**config.mk**
```make
export PLATFORM = sky130hd
export DESIGN_NAME = load_store_unit
export DESIGN_NICKNAME = d
export VERILOG_FILES = /design/src/rtl/load_store_unit_pkg.sv /design/src/rtl/load_store_unit_align.sv /design/src/rtl/load_store_unit.sv
export SDC_FILE = /design/constraint.sdc
export NUM_CORES = 1
export LEC_CHECK = 0
export ABC_CLOCK_PERIOD_IN_PS = 2500
export BUFFER_PORTS_ARGS = -buffer_cell sky130_fd_sc_hd__buf_2
export CAP_MARGIN = 20
export CORE_MARGIN = 2
export CORE_UTILIZATION = 35
export DETAILED_ROUTE_END_ITERATION = 16
export SYNTH_ARGS = -nofsm -noshare
export SYNTH_HDL_FRONTEND = slang
export SYNTH_SLANG_ARGS = --single-unit
```
**constraint.sdc**
```tcl
create_clock -name clk -period 2.5 [get_ports clk]
set_input_delay 0.25 -clock clk [delete_from_list [all_inputs] [get_ports clk]]
set_output_delay 0.25 -clock clk [all_outputs]
set_load 0.1 [all_outputs]
```
**src/rtl/load_store_unit_pkg.sv**
```systemverilog
// Shared codes for the load/store unit: load types, store masks, response
// error codes and the access FSM state type.
package load_store_unit_pkg;

  localparam logic [2:0] LT_NONE = 3'd0;
  localparam logic [2:0] LT_LB   = 3'd1;
  localparam logic [2:0] LT_LH   = 3'd2;
  localparam logic [2:0] LT_LW   = 3'd3;
  localparam logic [2:0] LT_LBU  = 3'd5;
  localparam logic [2:0] LT_LHU  = 3'd6;

  localparam logic [3:0] SB_MASK = 4'b0001;
  localparam logic [3:0] SH_MASK = 4'b0011;
  localparam logic [3:0] SW_MASK = 4'b1111;

  localparam logic [1:0] LSU_OK       = 2'd0;
  localparam logic [1:0] LSU_MISALIGN = 2'd1;
  localparam logic [1:0] LSU_TIMEOUT  = 2'd2;
  localparam logic [1:0] LSU_ILLEGAL  = 2'd3;

  typedef enum logic [1:0] {
    S_IDLE = 2'd0,
    S_ADDR = 2'd1,
    S_DATA = 2'd2,
    S_RESP = 2'd3
  } lsu_state_e;

endpackage

```
**src/rtl/load_store_unit_align.sv**
```systemverilog
// Picks the addressed byte/half out of a read word and sign- or zero-extends
// it according to the load type.
module load_align
  import load_store_unit_pkg::*;
(
  input  logic [31:0] word_i,
  input  logic [1:0]  offset_i,
  input  logic [2:0]  load_type_i,
  output logic [31:0] data_o
);

  logic [7:0]  byte_v;
  logic [15:0] half_v;

  always_comb begin
    byte_v = word_i[{offset_i, 3'b000} +: 8];
    half_v = word_i[{offset_i[1], 4'b0000} +: 16];
    case (load_type_i)
      LT_LB:   data_o = {{24{byte_v[7]}}, byte_v};
      LT_LBU:  data_o = {24'd0, byte_v};
      LT_LH:   data_o = {{16{half_v[15]}}, half_v};
      LT_LHU:  data_o = {16'd0, half_v};
      default: data_o = word_i;
    endcase
  end

endmodule

```
**src/rtl/load_store_unit.sv**
```systemverilog
// Data-memory access unit: classifies an EX request, drives one registered
// req/gnt/rvalid bus transaction and returns a single-cycle response.
module load_store_unit
  import load_store_unit_pkg::*;
#(
  parameter int TIMEOUT_CYCLES = 255
) (
  input  logic        clk,
  input  logic        rst_n,
  input  logic        req_valid,
  output logic        req_ready,
  input  logic [3:0]  mem_write,
  input  logic [2:0]  load_type,
  input  logic [31:0] addr,
  input  logic [31:0] wdata,
  output logic        bus_req,
  output logic        bus_we,
  output logic [31:0] bus_addr,
  output logic [3:0]  bus_be,
  output logic [31:0] bus_wdata,
  input  logic        bus_gnt,
  input  logic        bus_rvalid,
  input  logic [31:0] bus_rdata,
  output logic        resp_valid,
  output logic [31:0] resp_rdata,
  output logic [1:0]  resp_err
);

  localparam int CNT_W = $clog2(TIMEOUT_CYCLES);
  localparam logic [CNT_W-1:0] CNT_LIM = CNT_W'(TIMEOUT_CYCLES - 1);

  lsu_state_e       state_q, state_d;
  logic [CNT_W-1:0] cnt_q, cnt_d;
  logic             bus_we_q, bus_we_d;
  logic [31:0]      bus_addr_q, bus_addr_d;
  logic [3:0]       bus_be_q, bus_be_d;
  logic [31:0]      bus_wdata_q, bus_wdata_d;
  logic [2:0]       lt_q, lt_d;
  logic [1:0]       off_q, off_d;
  logic [31:0]      rdata_q, rdata_d;
  logic [1:0]       err_q, err_d;

  logic        is_store, mask_ok, lt_ok, illegal, is_half, is_word, misalign;
  logic        timeout_hit;
  logic [3:0]  store_be;
  logic [31:0] store_wdata;
  logic [31:0] load_data;

  // Request classification, evaluated on the raw EX inputs.
  always_comb begin
    is_store = |mem_write;
    mask_ok  = mem_write inside {4'b0000, SB_MASK, SH_MASK, SW_MASK};
    lt_ok    = !(load_type inside {3'd4, 3'd7});
    illegal  = !mask_ok || !lt_ok || (is_store && (load_type != LT_NONE)) ||
               (!is_store && (load_type == LT_NONE));
    is_half  = (mem_write == SH_MASK) || (load_type inside {LT_LH, LT_LHU});
    is_word  = (mem_write == SW_MASK) || (load_type == LT_LW);
    misalign = (is_half && addr[0]) || (is_word && (addr[1:0] != 2'b00));
    store_be = mem_write << addr[1:0];
    case (mem_write)
      SB_MASK: store_wdata = {4{wdata[7:0]}};
      SH_MASK: store_wdata = {2{wdata[15:0]}};
      default: store_wdata = wdata;
    endcase
  end

  assign timeout_hit = (cnt_q == CNT_LIM);

  load_align u_align (
    .word_i      (bus_rdata),
    .offset_i    (off_q),
    .load_type_i (lt_q),
    .data_o      (load_data)
  );

  always_comb begin
    state_d     = state_q;
    cnt_d       = cnt_q;
    bus_we_d    = bus_we_q;
    bus_addr_d  = bus_addr_q;
    bus_be_d    = bus_be_q;
    bus_wdata_d = bus_wdata_q;
    lt_d        = lt_q;
    off_d       = off_q;
    rdata_d     = rdata_q;
    err_d       = err_q;
    case (state_q)
      S_IDLE: begin
        if (req_valid) begin
          cnt_d = '0;
          if (illegal) begin
            state_d = S_RESP;
            err_d   = LSU_ILLEGAL;
            rdata_d = '0;
          end else if (misalign) begin
            state_d = S_RESP;
            err_d   = LSU_MISALIGN;
            rdata_d = '0;
          end else begin
            state_d     = S_ADDR;
            bus_addr_d  = {addr[31:2], 2'b00};
            bus_we_d    = is_store;
            bus_be_d    = is_store ? store_be : 4'b1111;
            bus_wdata_d = store_wdata;
            lt_d        = load_type;
            off_d       = addr[1:0];
          end
        end
      end
      S_ADDR: begin
        // Counter saturates at the limit; a grant in the limit cycle still wins.
        cnt_d = timeout_hit ? cnt_q : cnt_q + 1'b1;
        if (bus_gnt) begin
          state_d = S_DATA;
        end else if (timeout_hit) begin
          state_d = S_RESP;
          err_d   = LSU_TIMEOUT;
          rdata_d = '0;
        end
      end
      S_DATA: begin
        cnt_d = timeout_hit ? cnt_q : cnt_q + 1'b1;
        if (bus_rvalid) begin
          state_d = S_RESP;
          err_d   = LSU_OK;
          rdata_d = bus_we_q ? 32'd0 : load_data;
        end else if (timeout_hit) begin
          state_d = S_RESP;
          err_d   = LSU_TIMEOUT;
          rdata_d = '0;
        end
      end
      S_RESP:  state_d = S_IDLE;
      default: state_d = S_IDLE;
    endcase
  end

  always_ff @(posedge clk or negedge rst_n) begin
    if (!rst_n) begin
      state_q     <= S_IDLE;
      cnt_q       <= '0;
      bus_we_q    <= 1'b0;
      bus_addr_q  <= '0;
      bus_be_q    <= '0;
      bus_wdata_q <= '0;
      lt_q        <= LT_NONE;
      off_q       <= '0;
      rdata_q     <= '0;
      err_q       <= LSU_OK;
    end else begin
      state_q     <= state_d;
      cnt_q       <= cnt_d;
      bus_we_q    <= bus_we_d;
      bus_addr_q  <= bus_addr_d;
      bus_be_q    <= bus_be_d;
      bus_wdata_q <= bus_wdata_d;
      lt_q        <= lt_d;
      off_q       <= off_d;
      rdata_q     <= rdata_d;
      err_q       <= err_d;
    end
  end

  assign req_ready  = (state_q == S_IDLE);
  assign bus_req    = (state_q == S_ADDR);
  assign resp_valid = (state_q == S_RESP);
  assign bus_we     = bus_we_q;
  assign bus_addr   = bus_addr_q;
  assign bus_be     = bus_be_q;
  assign bus_wdata  = bus_wdata_q;
  assign resp_rdata = rdata_q;
  assign resp_err   = err_q;

endmodule

```
; ---- Yosys cells after proc, flatten, opt, wreduce, memory -nomap -nowiden
; Index checks and enable logic that the tools add are counted.
[totals]
n_memories = 0
input_bits = 108
ram_bits = 0
romBits = 0
latch_bits = 0
output_inout_bits = 106
regBits = 116
[op_classes]
reduce_logical = 27
shift = 3
div_mod_pow = 0
n_addsub = 1
bitwise = 2
n_eq_ne = 20
magnitude_cmp = 0
muxes = 28
n_mul = 0
[ops]
columns = op, count
row1 = 32-bit 2-to-1 mux, 7
row2 = 32-bit one-hot mux with 4 select lines, 1
row3 = 32-bit one-hot mux with 3 select lines, 1
row4 = 32-bit one-hot mux with 2 select lines, 1
row5 = 32-bit by 6-bit variable part select with 16-bit output, 1
row6 = 32-bit by 6-bit variable part select with 8-bit output, 1
row7 = 2-bit 2-to-1 mux, 12
row8 = 8-bit 2-to-1 mux, 2
row9 = 8-bit one-hot mux with 2 select lines, 1
row10 = 3-bit == test (second input constant), 5
row11 = 3-bit by 2-bit == test with 1-bit output (second input constant), 3
row12 = 8-bit by 1-bit adder with 8-bit output (second input constant), 1
row13 = 8-bit == test (second input constant), 1
row14 = 2-bit one-hot mux with 4 select lines, 1
row15 = 4-bit AND reduction, 2
row16 = 2-bit nonzero test, 4
row17 = 1-bit logical OR, 6
row18 = 2-bit inequality test (second input constant), 3
row19 = 2-bit one-hot mux with 3 select lines, 1
row20 = 3-bit nonzero test, 2
row21 = 2-bit == test (second input constant), 2
row22 = 4-bit by 1-bit == test with 1-bit output (second input constant), 1
row23 = 4-bit by 2-bit == test with 1-bit output (second input constant), 1
row24 = 4-bit == test (second input constant), 1
row25 = 15 further kinds, 20

; ---- Logic depth before layout (Yosys ltp)
; Gate-level depths: netlist of run 1.
[depth]
word_depth = 9
mapped_depth = 8
mapped_depth_nobuf = 7

; ---- Cells and area by module
; Synthesis of run 1 repeated with hierarchy kept, for this count alone.
[unflattened]
cells_unflattened = 654
hier_area_um2 = 6103.4
[by_module_without_submodules]
columns = module, area_each_um2, seq_area_each_um2, n_inst, cells_per_inst
row1 = load_store_unit, 5157.4, 2902.8, 1, 524
row2 = load_align, 945.9, 0.0, 1, 130

; ---- Worst setup path after synthesis of run 1
; OpenSTA, ideal clock, no wires.
[synth_path]
path_type = reg-to-reg
startpoint = register state_q[0]
endpoint = register bus_we_q (netlist: bus_we)
setup_ns = 0.126
period_less_slack_ns = 2.777
stages_incl_launch_ff = 9
t_arrival_ns = 2.651
setup_slack_ns = -0.277
required_time_ns = 2.374
cell_sequence = dfrtp_1 > inv_1 > ha_1 > clkbuf_1 > nand2_1 > o21ai_4 > nand3_4 > buf_6 > mux2_4
[synth_between]
elab_chain_len = 2
[synth_rtl]
columns = item, line
row1 = from (decl), load_store_unit.sv:32  ; lsu_state_e state_q, state_d;
row2 = from (signal assigned), load_store_unit.sv:151  ; state_q <= state_d;
row3 = 2-bit zero test, --
row4 = net req_ready, load_store_unit.sv:11  ; output logic req_ready,
row5 = 4-bit AND reduction (no source line), --
row6 = to (signal assigned), load_store_unit.sv:153  ; bus_we_q <= bus_we_d;
row7 = to (decl), load_store_unit.sv:34  ; logic bus_we_q, bus_we_d;
; The timed path passes the listed nets, and every way through them passes these cells.
; A chain may end at the register's enable or synchronous reset.

; ---- Final worst setup path of run 1
[layout_path]
startpoint = register state_q[0]
endpoint = register bus_addr_q[5] (netlist: bus_addr[5])
[layout_between]
elab_chain_len = 2
[layout_rtl]
columns = item, line
row1 = 2-bit zero test, load_store_unit.sv:87  ; case (state_q)
row2 = 4-bit AND reduction (no source line), --
row3 = to (signal assigned), load_store_unit.sv:154  ; bus_addr_q <= bus_addr_d;
row4 = to (decl), load_store_unit.sv:35  ; logic [31:0] bus_addr_q, bus_addr_d;
; Every way passes these cells.

==> run summary, run 1 <==
crit share post-route -> 87.6%
Slew HR -> 59.1%
CTS resizes -> 0
H-tree depth -> 4
initial core utilization -> 35.8%
Final #Nets -> 839
die height -> 137 um
worst reg2reg path startpoint -> state_q[0]
Mean Syn Cell Area -> 12.2 um2
drt pass-1 iters -> 4
FF+latch area -> 0.00290 mm2
Worst-path clk slew -> 0.06 ns
WP data arrival -> 2.49 ns
Area Overhead vs Synth -> 30.0%
number of max-cap violations -> 0
top_reg_cell synth -> dfrtp_1
Post-synth top cells -> dfrtp_1 (116), mux2_4 (69), o2bb2ai_1 (32)
fillers -> 1629
largest net degree at the start of global routing -> 62
number of routed nets with antenna violations -> 0
critical path's top delay family -> flip-flops
Final Hold Vio Count -> 0
port bufs -> 211
Skew-Pair Late Insertion Delay -> 0.42 ns
CTS Buffer Depth -> 2
Die Wd -> 137 um
total track usage -> 18.4%
io pins -> 214
Setup-failing EPs final -> 0
DR WL/cell -> 17.9 um
DRC errors left -> 0
Yosys Warn Count -> 0
initial antenna violation count -> 0
register bit total from synthesis -> 116
CP Class -> reg -> reg
Fmax -> 457 MHz
DP HPWL -> 12500 um
root buf cell -> clkbuf_16
ranking of synthesized cells by area -> dfrtp_1 (47%), mux2_4 (17%), o2bb2ai_1 (4.5%)
Rows -> 48
Sink Count -> 116
Critical Path End Type -> register
final WL -> 17200 um
max-slew violations -> 0
Post-CTS Setup Repair Bufs -> 0
top cell type's share of synthesized area -> 46.9%
Unique masters post-synth -> 58
Worst Tran Pin Value -> 0.613 ns
status -> finished clean
total number of vias -> 4935
number of global-route vias before repair -> 5165
CTS tree -> built
diodes inserted -> 0
EDFF count, synth -> 0
post-DR vias/cell -> 5.14
ratio of cells with drive above 1 in the final layout -> 48.8%
Hold Startpoint -> addr[26]
Setup Skew -> 0.00574 ns
Initial DRC Count -> 147
CP max stage delay -> 0.40 ns
setup TNS -> 0 ns
total core area -> 0.0173 mm2
Post-Syn Area -> 0.00618 mm2
leading area contributor after synthesis -> dfrtp_1
Congestion Overflow GR -> 0
sequential share of the synthesized area -> 46.9%
Worst EP required -> 2.80 ns
crit path time final -> 2.19 ns
worst-path fanout max -> 61
first-pass GRT wire length -> 26700 um
GPL Wtd Cong -> 0.802
RSZ-0062 raised after global routing -> false
critical path launch point -> state_q[0]
Post-synth ARST share -> 100%
hold_buf cts -> 1
die area -> 0.0187 mm2
count leader, synth -> dfrtp_1
critical-path cell list -> inv_1 -> ha_2 -> nand2_1 -> o21ai_4 -> nand3_4 -> buf_12 -> mux2_4
CP max-delay cell -> dfrtp_1
Post-Syn Instances -> 509
clock buffer count from CTS -> 17
worst min path class -> in -> reg
area of the multi-input gates -> 0.00301 mm2
Buf/Inv on CP -> 2
Worst setup SP type -> register
per-stage QoR:
| step | hold slack [ns] | std cells | util, % | instance area (um2) | worst slack (ns) |
|---|---|---|---|---|---|
| finish | 0.0582 | 961 | 46.5 | 8040 | 0.310 |
| global placement | 0.303 | 928 | 43.2 | 7470 | 0.496 |
| floorplan | -0.0456 | 510 | - | 6190 | 0.0243 |
| global route | 0.0511 | 961 | 46.5 | 8040 | 0.214 |
| CTS | 0.0409 | 961 | 46.5 | 8040 | 0.369 |
| detailed placement | 0.313 | 928 | 43.2 | 7470 | 0.391 |
layout make-up:
class                      count  area share [%]
timing repair buffer         228            15.1
sequential                   116            36.1
tap                          225            3.50
multi-input combinational    340            37.4
clock buffer                  17            5.29
clock inverter                15            1.66
inverter                      20           0.934
per-layer routing:
| layer | up-vias | track usage, % | share of wire (%) |
|---|---|---|---|
| met4 | 0 | 6.47 | 1.6 |
| met5 | - | 0 | 0 |
| met2 | 181 | 30.6 | 48 |
| li1 | 2294 | - | - |
| met1 | 2441 | 22.2 | 43 |
| met3 | 19 | 6.15 | 8.1 |
state kept, by name, indices dropped and copies added (netlist names):
register and flops:
bus_wdata 32, cnt_q 8, lt_q 3, bus_addr 30, bus_we 1, bus_be 4, off_q 2, state_q 2
resp_rdata 32, resp_err 2
cell usage in the layout (no fill, tap or decap), drive strengths merged, types with 2 or more instances in the layout:
cell / synthesis / final
a21oi: 29 / 29
or3: 3 / 3
nor2b: 4 / 4
nor3: 3 / 3
nand4: 2 / 2
a211o: 2 / 2
a2111oi: 2 / 2
conb: 1 / 2
nand3: 7 / 7
xnor2: 3 / 3
a221o: 2 / 2
ha: 8 / 8
inv: 20 / 23
o2bb2ai: 32 / 32
o22ai: 8 / 8
dfrtp: 116 / 116
clkbuf: 17 / 17
and3: 2 / 2
mux2i: 19 / 19
clkinv: 0 / 5
nor4b: 2 / 2
nand2: 25 / 25
nor2: 28 / 28
o21ai: 20 / 20
nand2b: 2 / 2
a221oi: 8 / 8
clkinvlp: 0 / 6
o211ai: 2 / 2
o21a: 15 / 15
buf: 17 / 227
mux2: 90 / 90
logic make-up (layout without fill, tap and decap cells):
family | after synthesis | count (layout) | synth area share [%]
AO/OA/AOI/OAI | 133 | 133 | 15.8
XOR/XNOR | 4 | 4 | 0.567
adder cells (fa/ha/maj) | 8 | 8 | 1.62
buffers and inverters | 54 | 280 | 4.51
flip-flops | 116 | 116 | 46.9
multiplexers | 110 | 110 | 24.0
other | 1 | 2 | 0.0606
AND/OR/NAND/NOR | 83 | 83 | 6.51
path summary, 6_finish.rpt:
kind / to / cells past startpoint / slack, ns
max: bus_addr[5] / 7 / 0.31
min reg2reg: resp_rdata[16] / 1 / 0.48
min: bus_addr[26] / 2 / 0.06
max in group asynchronous: resp_rdata[2] / 3 / 1.37
max reg2reg: bus_addr[5] / 7 / 0.31
min in group asynchronous: bus_addr[25] / 2 / 0.37
Power of run 1 is not shown: default switching activity piles up to over one toggle a cycle in this logic, so the estimate is an artifact.
==> inputs of run 2 (changes only) <==
==> constraint.sdc (replaced) <==
create_clock -name clk -period 2.5 [get_ports clk]
set_input_delay 0.375 -clock clk [delete_from_list [all_inputs] [get_ports clk]]
set_output_delay 0.375 -clock clk [all_outputs]
set_load 0.1 [all_outputs]
==> run 2 against run 1 <==
  * Die area stayed put
  * Final area decreased by 0.36%
  * Critical path depth stayed put
  * Maximum frequency is 1.6% lower
  * Non-clock buffer count is the same
  * Clock skew rose by 0.0017 ns
  * Count of clock-buffer cells in the layout increased by 6
  * First-iteration DRC count up 74%
  * Routed wire length shrank 1.8%
  * Critical path type unchanged
  * Critical endpoint unchanged
  * Highest routed layer unchanged
==> run summary, run 2 (same netlist as run 1, synthesis figures left out) <==
number of routed nets with antenna violations -> 0 (unchanged)
die height -> 137 um (unchanged)
worst min path class -> in -> reg
CTS tree -> built
post-DR vias/cell -> 5.19 (+1.1%)
DR WL/cell -> 17.6 um (-1.4%)
Skew-Pair Late Insertion Delay -> 0.41 ns (about the same)
Post-DP Area -> 0.00748 mm2 (+0.17%)
total core area -> 0.0173 mm2 (unchanged)
Final Worst Setup Slack -> 0.274 ns (-0.0359 ns)
Worst setup SP type -> register
max-slew violations -> 0 (unchanged)
setup TNS -> 0 ns (unchanged)
total track usage -> 18.5% (+0.066 points)
largest net degree at the start of global routing -> 55 (-11%)
GPL Wtd Cong -> 0.877 (+9.3%)
DRC errors left -> 0 (unchanged)
CP max-delay cell -> dfrtp_1
Die Wd -> 137 um (unchanged)
DP HPWL -> 12600 um (+0.26%)
Setup-failing EPs final -> 0 (unchanged)
WP data arrival -> 2.51 ns (+0.02 ns)
port bufs -> 211 (unchanged)
Reg2Reg Depth -> 7 (unchanged)
Util after Layout -> 46.3% (-0.17 points)
Congestion Overflow GR -> 0 (unchanged)
Initial DRC Count -> 256 (+74%)
Fmax -> 449 MHz (-1.6%)
Worst R2R End -> bus_addr[5]
final WL -> 16900 um (-1.8%)
worst-path fanout max -> 41 (-33%)
Worst EP required -> 2.79 ns (about the same)
ratio of cells with drive above 1 in the final layout -> 48.3% (-0.48 points)
Hold Startpoint -> addr[30]
Rows -> 48 (unchanged)
CTS Buffer Depth -> 2 (unchanged)
Final #Nets -> 839 (unchanged)
CP max stage delay -> 0.40 ns (about the same)
diodes inserted -> 0 (unchanged)
Setup Skew -> 0.00743 ns (+0.00169 ns)
Worst Tran Pin Value -> 0.606 ns (-0.00744 ns)
RSZ-0062 raised after global routing -> false
die area -> 0.0187 mm2 (unchanged)
io pins -> 214 (unchanged)
worst slack at placement -> 0.290 ns (-0.101 ns)
Final Hold Vio Count -> 0 (unchanged)
Critical Path End Type -> register
commonest non-fill, non-tap cell in the layout -> buf_2
first-pass GRT wire length -> 26800 um (+0.36%)
Slew HR -> 59.0% (-0.14 points)
Final Cell Area -> 0.00801 mm2 (-0.36%)
Area Overhead vs Synth -> 29.6%
critical path's top delay family -> flip-flops
CP Class -> reg -> reg
Sink Count -> 116 (unchanged)
number of max-cap violations -> 0 (unchanged)
root buf cell -> clkbuf_16
crit share post-route -> 89.0% (+1.4 points)
critical-path cell list -> inv_1 -> ha_2 -> nand2_1 -> o21ai_4 -> nand3_4 -> buf_12 -> mux2_4
initial antenna violation count -> 0 (unchanged)
Post-CTS Setup Repair Bufs -> 0 (unchanged)
total number of vias -> 4974 (+0.79%)
number of cells on the worst hold path -> 2 (unchanged)
H-tree depth -> 4 (unchanged)
most frequent cells in the layout -> buf_2 (210), dfrtp_1 (116), mux2_4 (69), o2bb2ai_1 (32), a21oi_1 (29)
Worst Hold End -> bus_addr[30]
r2r setup slk -> 0.27 ns (-0.04 ns)
Worst-path clk slew -> 0.05 ns (about the same)
crit path time final -> 2.23 ns (+0.0359 ns)
Buf/Inv on CP -> 2 (unchanged)
clock buffer count from CTS -> 17 (unchanged)
drt pass-1 iters -> 4 (unchanged)
number of global-route vias before repair -> 5219 (+1.0%)
status -> finished clean
worst reg2reg path startpoint -> state_q[0]
initial core utilization -> 35.8% (unchanged)
[run 2: cell count changes in the layout (fill, tap and decap cells not counted), sizes merged]
cell      before  now
inv           23   20
bufinv         1    0
clkinv         5    6
clkinvlp       6    0
clkbuf        17   23
[run 2: worst max-delay path by stage]
stage	from	cells past startpoint	end	slack, ns
floorplan	state_q[0]	8	bus_we	0.02
global placement	mem_write[3]	7	bus_addr[18]	0.38
detailed placement	mem_write[3]	7	bus_addr[5]	0.29
CTS	state_q[0]	7	bus_addr[5]	0.28
global route	state_q[0]	7	bus_addr[5]	0.16
finish	state_q[0]	7	bus_addr[5]	0.27
[run 2: area by class of cell]
class | count | area (um2)
clock buffer | 23 | 488
clock inverter | 6 | 30.0
fill | 1617 | 9280
inverter | 20 | 75.1
multi-input combinational | 340 | 3010
sequential | 116 | 2900
tap | 225 | 282
timing repair buffer | 228 | 1230
[run 2: per-layer routing]
layer / part of all wire, % / up-vias / global-route usage (%)
li1: - / 2289 / -
met1: 42 / 2455 / 23.1
met2: 48 / 209 / 29.7
met3: 8.6 / 21 / 6.19
met4: 1.8 / 0 / 6.47
met5: 0 / - / 0
[run 2: per-stage QoR]
stage	std cells	hold WS [ns]
after floorplan	510	0.0794
after global placement	928	0.379
after detailed placement	928	0.392
after CTS	958	0.178
after global routing	958	0.176
final	958	0.196
[run 2: timing repair]
action	4_1_cts	5_1_grt
endpoints found under the hold margin	35	0
resized for setup	0	0
hold buffers	1	0
Power of run 2 is left out for the same reason.
==> inputs of run 3 (changes only) <==
Settings changed: PLACE_DENSITY from default to 0.67.
==> run 3 against run 2 <==
  * Utilization increased by 0.67 points
  * Global-route usage decreased by 0.64 points
  * Maximum frequency increased by 2.8%
  * Hold slack got worse by 0.016 ns
  * Sequential share of layout area decreased by 0.52 points
  * Critical path depth unchanged
  * Count of clock-buffer cells in the layout decreased by 5
  * Critical path type unchanged
  * Critical endpoint is now resp_rdata[9]
  * Largest cell class unchanged
==> run summary, run 3 (same netlist as run 1, synthesis figures left out) <==
number of cells on the worst hold path -> 2 (unchanged)
largest net degree at the start of global routing -> 50 (-9.1%)
CP max-delay cell -> a211o_1
drt pass-1 iters -> 4 (unchanged)
total track usage -> 17.8% (-0.64 points)
final WL -> 16500 um (-2.2%)
status -> finished clean
critical-path cell list -> inv_1 -> ha_2 -> nand2_1 -> o21ai_4 -> buf_4 -> a211o_1 -> o2bb2ai_1
Reg2Reg Depth -> 7 (unchanged)
crit share post-route -> 86.6% (-2.5 points)
fillers -> 1621 (+0.25%)
Fmax -> 462 MHz (+2.8%)
Area Overhead vs Synth -> 31.4%
Worst Tran Pin Value -> 0.933 ns (+0.327 ns)
die height -> 137 um (unchanged)
CP max stage delay -> 0.52 ns (+0.12 ns)
total number of vias -> 4816 (-3.2%)
Sink Count -> 116 (unchanged)
DP HPWL -> 12000 um (-4.5%)
first-pass GRT wire length -> 25800 um (-3.6%)
GPL Wtd Cong -> 0.785 (-10%)
CTS Buffer Depth -> 2 (unchanged)
Post-Layout Cell Count -> 961 (+0.31%)
Die Wd -> 137 um (unchanged)
CTS tree -> built
Post-CTS Setup Repair Bufs -> 0 (unchanged)
initial core utilization -> 35.8% (unchanged)
Final Hold Vio Count -> 0 (unchanged)
number of max-cap violations -> 0 (unchanged)
diodes inserted -> 0 (unchanged)
most frequent cells in the layout -> buf_2 (210), dfrtp_1 (116), mux2_4 (69), o2bb2ai_1 (32), a21oi_1 (29)
Final #Nets -> 839 (unchanged)
initial antenna violation count -> 0 (unchanged)
critical path's top delay family -> compound AO/OA/AOI/OAI gates
total core area -> 0.0173 mm2 (unchanged)
Placed Cells -> 928 (unchanged)
commonest non-fill, non-tap cell in the layout -> buf_2
Congestion Overflow GR -> 0 (unchanged)
Slew HR -> 37.3% (-22 points)
clock buffer count from CTS -> 17 (unchanged)
Setup Skew -> 0.00842 ns (+0.000992 ns)
Critical Path End Type -> register
Initial DRC Count -> 256 (unchanged)
Worst EP required -> 2.77 ns (-0.02 ns)
CP Class -> reg -> reg
Rows -> 48 (unchanged)
die area -> 0.0187 mm2 (unchanged)
RSZ-0062 raised after global routing -> false
io pins -> 214 (unchanged)
port bufs -> 211 (unchanged)
DR WL/cell -> 17.2 um (-2.5%)
max-slew violations -> 0 (unchanged)
number of global-route vias before repair -> 4989 (-4.4%)
number of routed nets with antenna violations -> 0 (unchanged)
H-tree depth -> 4 (unchanged)
setup TNS -> 0 ns (unchanged)
crit path time final -> 2.16 ns (-0.0614 ns)
worst min path class -> in -> reg
ratio of cells with drive above 1 in the final layout -> 48.8% (+0.48 points)
WP depth -> 7 (unchanged)
Buf/Inv on CP -> 2 (unchanged)
worst-path fanout max -> 16 (-61%)
Worst-path clk slew -> 0.06 ns (about the same)
DRC errors left -> 0 (unchanged)
Worst setup SP type -> register
WP data arrival -> 2.44 ns (-0.07 ns)
Setup-failing EPs final -> 0 (unchanged)
Skew-Pair Late Insertion Delay -> 0.42 ns (about the same)
post-DR vias/cell -> 5.01 (-3.5%)
root buf cell -> clkbuf_16
run 3: layer usage:
metal	vias to the layer above	track usage, %	wire [um]
met5	-	0	0
met4	0	5.67	164
met3	10	5.96	1280
met2	190	28.7	7830
met1	2323	22.6	7220
li1	2293	-	-
run 3: what timing repair did:
item                                    CTS  global route
endpoints found under the setup margin    0            16
hold buffers                              1             0
resized for setup                         0             1
hold endpoints to repair                 20             0
run 3: stage by stage:
stage / utilization (%) / cell area [um2] / hold slack (ns) / setup WS, ns
5_1_grt: 47.0 / 8130 / 0.170 / 0.165
6_report: 47.0 / 8130 / 0.180 / 0.335
2_1_floorplan: - / 6190 / 0.0794 / 0.0243
4_1_cts: 47.0 / 8130 / 0.168 / 0.120
3_3_place_gp: 43.4 / 7510 / 0.294 / 0.173
3_5_place_dp: 43.4 / 7510 / 0.296 / 0.125
run 3: cell type report:
| cell class | instances | area (um2) | area share (%) |
|---|---|---|---|
| multi-input cells | 340 | 3010 | 37.0 |
| flip-flops and latches | 116 | 2900 | 35.7 |
| clock inverters | 14 | 178 | 2.19 |
| well taps | 225 | 282 | 3.46 |
| repair buffers | 228 | 1250 | 15.4 |
| inverters | 20 | 75.1 | 0.924 |
| clock buffers | 18 | 429 | 5.28 |
run 3: worst paths after layout:
kind,slack [ns],startpoint,to
hold / removal,0.18,addr[14],bus_addr[14]
setup / recovery,0.34,state_q[1],resp_rdata[9]
hold reg to reg,0.48,resp_rdata[10],resp_rdata[10]
setup reg to reg,0.34,state_q[1],resp_rdata[9]
max in group asynchronous,1.52,rst_n,resp_rdata[26]
min in group asynchronous,0.39,rst_n,bus_wdata[8]
Power of run 3 is left out for the same reason.
